==> src/rtl/sw_alloc_pkg.sv <==
// Shared switch-allocator definitions: port sizing, flit type codes,
// output FSM state encoding and a one-hot to index helper.
`ifndef SW_VH
`define SW_VH
`define ASSERT 1'b1
`define NEGATE 1'b0
`endif

package sw_pkg;
   localparam int NPORT = 4;
   localparam int PORTW = 2;

   typedef enum logic [1:0] {
      FLIT_IDLE = 2'b00,
      FLIT_BODY = 2'b01,
      FLIT_HEAD = 2'b10,
      FLIT_TAIL = 2'b11
   } flit_t;

   typedef enum logic {
      ST_IDLE = 1'b0,
      ST_LOCK = 1'b1
   } ost_t;

   function automatic logic [PORTW-1:0] oh2idx(input logic [NPORT-1:0] oh);
      logic [PORTW-1:0] idx;
      idx = {PORTW{1'b0}};
      for (int k = 0; k < NPORT; k++) begin
         if (oh[k]) begin
            idx = idx | PORTW'(k);
         end else begin
            idx = idx;
         end
      end
      return idx;
   endfunction
endpackage

==> src/rtl/sw_alloc_rr_arb4.sv <==
// Four-way round-robin picker: first set candidate at or after ptr, wrapping.
module rr_arb4
   import sw_pkg::*;
(
   input  logic [NPORT-1:0] cand,
   input  logic [PORTW-1:0] ptr,
   output logic [NPORT-1:0] win,
   output logic             valid
);

   // Scan ptr, ptr+1, ... ; the index add wraps modulo 4 by width.
   always_comb begin
      logic [PORTW-1:0] idx;
      idx   = {PORTW{1'b0}};
      win   = {NPORT{1'b0}};
      valid = 1'b0;
      for (int k = 0; k < NPORT; k++) begin
         idx = ptr + PORTW'(k);
         if (!valid && cand[idx]) begin
            win[idx] = 1'b1;
            valid    = 1'b1;
         end else begin
            valid = valid;
         end
      end
   end

endmodule

==> src/rtl/sw_alloc.sv <==
// Wormhole switch allocator: one IDLE/LOCK FSM per output, locked from head
// grant until the owner's tail flit, with per-output round-robin fairness.
module sw_alloc
   import sw_pkg::ost_t, sw_pkg::ST_IDLE, sw_pkg::ST_LOCK, sw_pkg::oh2idx;
#(
   parameter int NPORT = sw_pkg::NPORT,
   parameter int PORTW = sw_pkg::PORTW
) (
   input  logic             clk,
   input  logic             rst,
   input  logic [NPORT-1:0] req,
   input  logic [PORTW-1:0] dst0,
   input  logic [PORTW-1:0] dst1,
   input  logic [PORTW-1:0] dst2,
   input  logic [PORTW-1:0] dst3,
   input  logic [NPORT-1:0] fv,
   input  logic [NPORT-1:0] tl,
   output logic [NPORT-1:0] gnt,
   output logic [PORTW-1:0] sel0,
   output logic [PORTW-1:0] sel1,
   output logic [PORTW-1:0] sel2,
   output logic [PORTW-1:0] sel3,
   output logic [NPORT-1:0] busy
);

   logic [PORTW-1:0] dst_s      [NPORT];
   ost_t             state_q    [NPORT];
   ost_t             state_d    [NPORT];
   logic [PORTW-1:0] owner_q    [NPORT];
   logic [PORTW-1:0] owner_d    [NPORT];
   logic [PORTW-1:0] ptr_q      [NPORT];
   logic [PORTW-1:0] ptr_d      [NPORT];
   logic [PORTW-1:0] scan_ptr_s [NPORT];
   logic [NPORT-1:0] cand_s     [NPORT];
   logic [NPORT-1:0] win_s      [NPORT];
   logic [NPORT-1:0] win_valid_s;
   logic [NPORT-1:0] release_s;
   logic [NPORT-1:0] gnt_q, gnt_d;
   logic [NPORT-1:0] busy_q, busy_d;

   assign dst_s[0] = dst0;
   assign dst_s[1] = dst1;
   assign dst_s[2] = dst2;
   assign dst_s[3] = dst3;

   // Release detection and candidates; gnt_q already marks inputs that own an output.
   always_comb begin
      for (int j = 0; j < NPORT; j++) begin
         release_s[j]  = (state_q[j] == ST_LOCK) && fv[owner_q[j]] && tl[owner_q[j]];
         scan_ptr_s[j] = release_s[j] ? (owner_q[j] + PORTW'(1)) : ptr_q[j];
         for (int i = 0; i < NPORT; i++) begin
            cand_s[j][i] = req[i] && (dst_s[i] == PORTW'(j)) && !gnt_q[i];
         end
      end
   end

   for (genvar g = 0; g < NPORT; g++) begin : g_arb
      rr_arb4 u_arb (
         .cand  (cand_s[g]),
         .ptr   (scan_ptr_s[g]),
         .win   (win_s[g]),
         .valid (win_valid_s[g])
      );
   end

   // Next state: a released output can be relocked in the same cycle.
   always_comb begin
      for (int j = 0; j < NPORT; j++) begin
         state_d[j] = state_q[j];
         owner_d[j] = owner_q[j];
         ptr_d[j]   = scan_ptr_s[j];
         if (((state_q[j] == ST_IDLE) || release_s[j]) && win_valid_s[j]) begin
            state_d[j] = ST_LOCK;
            owner_d[j] = oh2idx(win_s[j]);
         end else if (release_s[j]) begin
            state_d[j] = ST_IDLE;
         end else begin
            state_d[j] = state_q[j];
         end
      end
   end

   // Output decode from the next state so gnt/busy land with the lock.
   always_comb begin
      gnt_d  = {NPORT{1'b0}};
      busy_d = {NPORT{1'b0}};
      for (int j = 0; j < NPORT; j++) begin
         if (state_d[j] == ST_LOCK) begin
            busy_d[j]          = 1'b1;
            gnt_d[owner_d[j]]  = 1'b1;
         end else begin
            busy_d[j] = 1'b0;
         end
      end
   end

   // State register with synchronous reset.
   always_ff @(posedge clk) begin
      if (rst) begin
         for (int j = 0; j < NPORT; j++) begin
            state_q[j] <= ST_IDLE;
            owner_q[j] <= {PORTW{1'b0}};
            ptr_q[j]   <= {PORTW{1'b0}};
         end
         gnt_q  <= {NPORT{1'b0}};
         busy_q <= {NPORT{1'b0}};
      end else begin
         for (int j = 0; j < NPORT; j++) begin
            state_q[j] <= state_d[j];
            owner_q[j] <= owner_d[j];
            ptr_q[j]   <= ptr_d[j];
         end
         gnt_q  <= gnt_d;
         busy_q <= busy_d;
      end
   end

   assign gnt  = gnt_q;
   assign busy = busy_q;
   assign sel0 = owner_q[0];
   assign sel1 = owner_q[1];
   assign sel2 = owner_q[2];
   assign sel3 = owner_q[3];

endmodule

==> config.mk <==
export PLATFORM = sky130hd
export DESIGN_NAME = sw_alloc
export DESIGN_NICKNAME = d
export VERILOG_FILES = /design/src/rtl/sw_alloc_pkg.sv /design/src/rtl/sw_alloc_rr_arb4.sv /design/src/rtl/sw_alloc.sv
export SDC_FILE = /design/constraint.sdc
export NUM_CORES = 1
export LEC_CHECK = 0
export ABC_AREA = 1
export CAP_MARGIN = 40
export CORE_MARGIN = 2
export CORE_UTILIZATION = 58
export CTS_CLUSTER_SIZE = 25
export DETAILED_ROUTE_END_ITERATION = 10
export PLACE_DENSITY = 0.9
export SLEW_MARGIN = 15
export SYNTH_ARGS = -nofsm -noshare
export SYNTH_HDL_FRONTEND = slang
export SYNTH_SLANG_ARGS = --single-unit
export TNS_END_PERCENT = 50
==> constraint.sdc <==
create_clock -name clk -period 3.5 [get_ports clk]
set_input_delay 0.7 -clock clk [delete_from_list [all_inputs] [get_ports clk]]
set_output_delay 0.7 -clock clk [all_outputs]
set_load 0.05 [all_outputs]
### Yosys cells after proc, flatten, opt, wreduce, memory -nomap -nowiden

Memory sizes are Yosys's and may differ from the RTL's.
Index checks and enable logic that the tools add are counted.

| operators by class | value |
|---|---|
| $add $sub $neg | 16 |
| multipliers | 0 |
| divide/modulo/power cells | 0 |
| magnitude comparators | 44 |
| equal/unequal tests | 12 |
| shift-type cells | 0 |
| muxes and demuxes | 171 |
| bitwise operators | 31 |
| reductions and logical operators | 100 |

Operator list:

| cell | number |
|---|---|
| $mux 1 | 83 |
| $mux 4 | 20 |
| $logic_and 1x1->1 | 76 |
| $lt 2x3->1 const B | 24 |
| $or 4x4->4 | 15 |
| $bmux 1 s2 | 24 |
| $mux 2 | 24 |
| $demux 1 s2 | 20 |
| $ge 2x1->1 const B | 20 |
| $add 2x1->2 const B | 8 |
| $add 2x2->2 const B | 8 |
| $eq 2x2->1 const B | 8 |
| $logic_not 1->1 | 16 |
| $or 1x1->1 | 12 |
| $eq 2x1->1 const B | 4 |
| $logic_not 2->1 | 4 |
| $logic_or 1x1->1 | 4 |
| $not 1->1 | 4 |

| storage, ports and cells | value |
|---|---|
| bits in registers | 8 |
| latch bits | 0 |
| bits in writable memories | 20 |
| ROM bits | 0 |
| input port bits | 22 |
| output and inout bits | 16 |
| word-level logic and storage cells | 379 |
| memories kept | 3 |

Memories:

| memory | depth | bits a word | rd ports | clocked after memory_dff | wr ports | RTL line | text |
|---|---|---|---|---|---|---|---|
| owner_q | 4 | 2 | 4 | 0 | 4 | sw_alloc.sv:29 | `logic [PORTW-1:0] owner_q [NPORT];` |
| ptr_q | 4 | 2 | 4 | 0 | 4 | sw_alloc.sv:31 | `logic [PORTW-1:0] ptr_q [NPORT];` |
| state_q | 4 | 1 | 4 | 0 | 4 | sw_alloc.sv:27 | `ost_t state_q [NPORT];` |

### Longest topological paths before layout

| depth | value |
|---|---|
| depth in word-level cells | 32 |
| mapped depth | 25 |
| depth with buffers taken out | 25 |

### Hierarchy

A second synthesis with hierarchy kept.

| unflattened totals | value |
|---|---|
| cells, all modules | 560 |
| area, all modules | 3209.3 µm² |

By module, submodules not included:

| module | instances | cells each | area each (µm²) | seq. area each (µm²) |
|---|---|---|---|---|
| sw_alloc | 1 | 256 | 1517.7 | 480.5 |
| rr_arb4 at g_arb[0].u_arb ... | 3 | 76 | 424.2 | 0.0 |
| rr_arb4 at g_arb[3].u_arb | 1 | 76 | 419.2 | 0.0 |

### Least setup slack after synthesis

No wires, ideal clock.

| timing path | value |
|---|---|
| kind | reg-to-reg |
| from | mem owner_q[1][0] |
| to | reg gnt_q[0], in the netlist gnt[0] |
| library setup time | 0.128 ns |
| data arrival time | 2.796 ns |
| data required time | 3.372 ns |
| setup slack | 0.576 ns |
| cell stages (with the launch flop) | 22 |
| path buffers | 0 |
| period minus slack after synthesis | 2.924 ns |
| path through | dfxtp_1 > nor2_1 > nand2_1 > nand2_2 > nor2_8 > nand2_4 > nor2_1 > nor2_4 > ha_1 > inv_1 > nand3_1 > nand2_2 > nor2_4 > nand3b_2 > nand2_4 > nor2_1 > nand3b_1 > nand2_1 > nand3_1 > nand2_1 > nor2_1 > nor2_1 |

RTL lines:

| element | RTL line | text |
|---|---|---|
| start: declaration | sw_alloc.sv:29 |  |
| end signal: assignment | sw_alloc.sv:105 | `gnt_q <= {NPORT{1'b0}};` |
| end signal: assignment | sw_alloc.sv:113 | `gnt_q <= gnt_d;` |
| end: declaration | sw_alloc.sv:38 | `logic [NPORT-1:0] gnt_q, gnt_d;` |

### Final worst setup path

| timing path | value |
|---|---|
| from | in tl[2] |
| to | reg gnt_q[0], in the netlist gnt[0] |

| on the way | value |
|---|---|
| elaborated cells on any way between the ends | 267 |
| those cells by class | add/sub (12); order compare (40); mux (144); bitwise (15); reduce/logical (56) |

RTL lines:

| element | RTL line | text |
|---|---|---|
| start: declaration | sw_alloc.sv:17 | `input logic [NPORT-1:0] tl,` |
| $bmux 1 s2 (*) | sw_alloc.sv:49 | `release_s[j] = (state_q[j] == ST_LOCK) && fv[owner_q[j]] && tl[owner_q[j]];` |
| $mux 1 (not written as such) (*) | sw_alloc.sv:49 |  |
| $logic_and 1x1->1 (*) | sw_alloc.sv:49 |  |
| $mux 2 (*) | sw_alloc.sv:50 | `scan_ptr_s[j] = release_s[j] ? (owner_q[j] + PORTW'(1)) : ptr_q[j];` |
| net g_arb[1].u_arb.ptr[0] | sw_alloc_rr_arb4.sv:6 | `input logic [PORTW-1:0] ptr,` |
| parallel branches: the longest is 21 deep, another holds $lt 2x3->1 | n/a |  |
| $mux 4 (*) | sw_alloc.sv:88 | `if (state_d[j] == ST_LOCK) begin` |
| $or 4x4->4 (no line) | n/a |  |
| $mux 4 (*) | sw_alloc.sv:88 |  |
| $or 4x4->4 (no line) | n/a |  |
| $mux 4 (*) | sw_alloc.sv:88 |  |

Mark *: on every way through the listed nets, which the timed path passes. The select of a mux whose other input is x is not followed.
A chain may end at the register's enable or synchronous reset.

==> impl_results.md <==
* Most frequent cell after synthesis: nand2_1
* Footprint of the multi-input gates at around 2600 sq um
* Yosys reg bits at 24
* Crit path DAT at 3.43 ns
* Met2 routed WL at ~4.6 mm
* Chip height at 81.0 um
* Port Buffer Count at 37
* Initial DRC count at 218
* Die Wd at 81.0 um
* Syn_area_per_cell at 5.80 sq um
* GPL Wtd Cong at 0.932
* Post-Synthesis Cells at 593
* Worst slew pin tran at 0.594 ns
* Total wire length after detailed routing at 9.14 mm
* Skew-Pair Late Insertion Delay at 0.27 ns
* Ports at 38
* Die ar. at 6560 sq um
* Clk buf depth at 2
* Crit path max fanout at 7
* Crit-path most repeated cell: nand2_4
* CTS tree: built
* Netlist cell types at 26
* Pre-CTS setup slack at -0.197 ns
* Cell at the root of the clock tree: clkbuf_8
* Fill cell count at 518
* Post-Syn Nets at 643
* Number of global-route vias before repair at 3582
* Max cap viols at 0
* Hpwl dp at between 7 and 8 mm
* Final Worst Setup Slack at 0.220 ns
* Clock Pin Slew Worst Setup and Hold Paths at 0.09 ns
* H-tree depth at 1
* Floorplan core area at 5820 sq um
* Vias at 3906
* Met1 WL at 3.79 mm
* CP bufs+invs at 3
* DRT Pass-1 Iters at 5
* Final nets at around 700
* Minimum clock period at 3.28 ns
* Crit. End Element: flop
* Highest Signal Layer: met4
* Register area share after synthesis at 0.140
* Fin. Hold Viols at 0
* Worst Path Required at 3.65 ns
* Setup-failing EPs final at 0
* Post-route insts no fill at 729
* First-pass GRT wire length at 15.0 mm
* Max Clock Skew at 0.00462 ns
* Max Freq at roughly 300 MHz
* Worst min path class: flop to flop
* Synth area leader: nand2_1
* Post-route DRC at 0
* Slew Limit Fails at 0
* Synth async-reset ratio at 0
* CP max stage cell: clkdlybuf4s50_1
* Layout cells sized above 1 at 0.191
* Remaining antenna violation count at 0
* Antenna diode count at 0
* Worst setup SP type: input pin
* Largest net degree at the start of global routing at 15
* Ys Warns at 0
* DP Cell Count at around 720
* Initial antenna violation count at 0
* Initial Utilization at 0.591
* Synth-to-layout area growth at 21.4%
* GRT overflow at 0
* Tcrit/Tclk final at 0.937
* Clock sink count at 24
* Max stage delay on crit path at 0.47 ns
* Sequential cell area at 480 sq um
* Top cells by count, synth: 159 x nand2_1, 116 x nand3_1, 81 x inv_1, 68 x nor2_1, 28 x ha_1
* Synth top area cells: nand2_1 17%, nand3_1 17%, dfxtp_1 14%, ha_1 10%, inv_1 8.8%
* Vias per cell at 5.36
* Netlist Area Pre-Place at 3440 sq um
* Site Rows at 28
* Crit-path cells: clkdlybuf4s50_1, nand2_2, nand3_1, inv_2, nor2_8, nand2_4, nand2_4, nand2_4, ha_4, inv_1, nand3_1, nand2_2, nor2_4, nand3b_2, nand2_4, nor2_1, nand3b_1, nand2_1, nand3_1, nand2_1, nor2_1, nor2_1
* Post-synth top flop: dfxtp_1
* Top delay family on crit path: simple AND/OR/NAND/NOR gates
* GRT Total Usage at 0.285
* Synth top area share at 0.174
* TritonCTS Buffers at 3
* Run status: complete, no violations
* Slew HR at 0.601
* Wire per inst at approximately 13 um
* WS Path Type: input pin to flop
* Met3 WL at between 500 and 600 um
* Number of flops mapped to enable cells by yosys at 0
registers in the layout (all words and copies together), names as in the netlist:
register / cells
owner_q: 8
ptr_q: 8
busy: 4
gnt: 4
tightest hold or removal path, delay by kind of cell (launching register included):
family / cells / cell delay, ns
AOI/OAI and AO/OA: 1 / 0.10
buffers and inverters: 1 / 0.08
and+or+nand+nor: 2 / 0.12
DFF: 1 / 0.31
through the flow:
stage               utilization  instance area (sq um)  hold slack [ns]  TNS (ns)
floorplan                     -                   3440            0.560         0
global route              0.718                   4170            0.679  -0.00618
CTS                       0.709                   4120            0.647         0
global placement          0.697                   4050            0.615    -0.478
finish                    0.718                   4170            0.642         0
detailed placement        0.697                   4050            0.634    -0.666
placed cells by master (no fill, tap or decap), types with 2 or more instances in the layout:
master,n
clkinv_1,2
ha_1,27
nand2_2,31
clkdlybuf4s50_1,37
dfxtp_1,24
o21ai_2,2
nand4_1,19
buf_4,26
clkbuf_8,3
nor2_2,10
nand3_1,116
nand3b_1,3
nand3_2,11
nor2_4,6
o21ai_4,3
inv_2,16
nand2_1,154
nand2_4,10
inv_1,80
nor2_1,65
cell type report:
cell class | instances | share of cell area
clock buffers | 3 | 0.00989
flip-flops and latches | 24 | 0.115
multi-input cells | 464 | 0.620
inverters | 99 | 0.0896
repair buffers | 63 | 0.135
clock inverters | 1 | 0.00719
well taps | 75 | 0.0225
metal layers:
layer / vias to the layer above / GRT usage
met5: - / 0
met4: 0 / 0.105
met3: 19 / 0.0333
met2: 147 / 0.525
met1: 1744 / 0.336
li1: 1996 / -
timing repair:
action,CTS,global route
resized for setup,0,12
setup endpoints to repair,0,4
buffers inserted,0,1
hold buffers,0,0
cell families (layout without fill, tap and decap cells):
group / after synthesis / count (layout) / synth area share
DFF: 24 / 24 / 0.140
AOI/OAI and AO/OA: 7 / 7 / 0.0233
and+or+nand+nor: 429 / 429 / 0.615
adders and majority gates: 28 / 28 / 0.102
buffers and inverters: 105 / 166 / 0.120
path summary, 6_finish.rpt:
check                              endpoint  depth (start not counted)          start  slack [ns]
worst max-delay path                 gnt[0]                         22          tl[2]        0.22
worst min-delay path            ptr_q[1][1]                          4    ptr_q[1][1]        0.64
worst max register to register       gnt[0]                         21  owner_q[1][0]        0.65
worst min register to register  ptr_q[1][1]                          4    ptr_q[1][1]        0.64
Power is left out: the tool's default activity adds up to more than one toggle a clock period on the data nets, which glitch-free logic cannot reach.
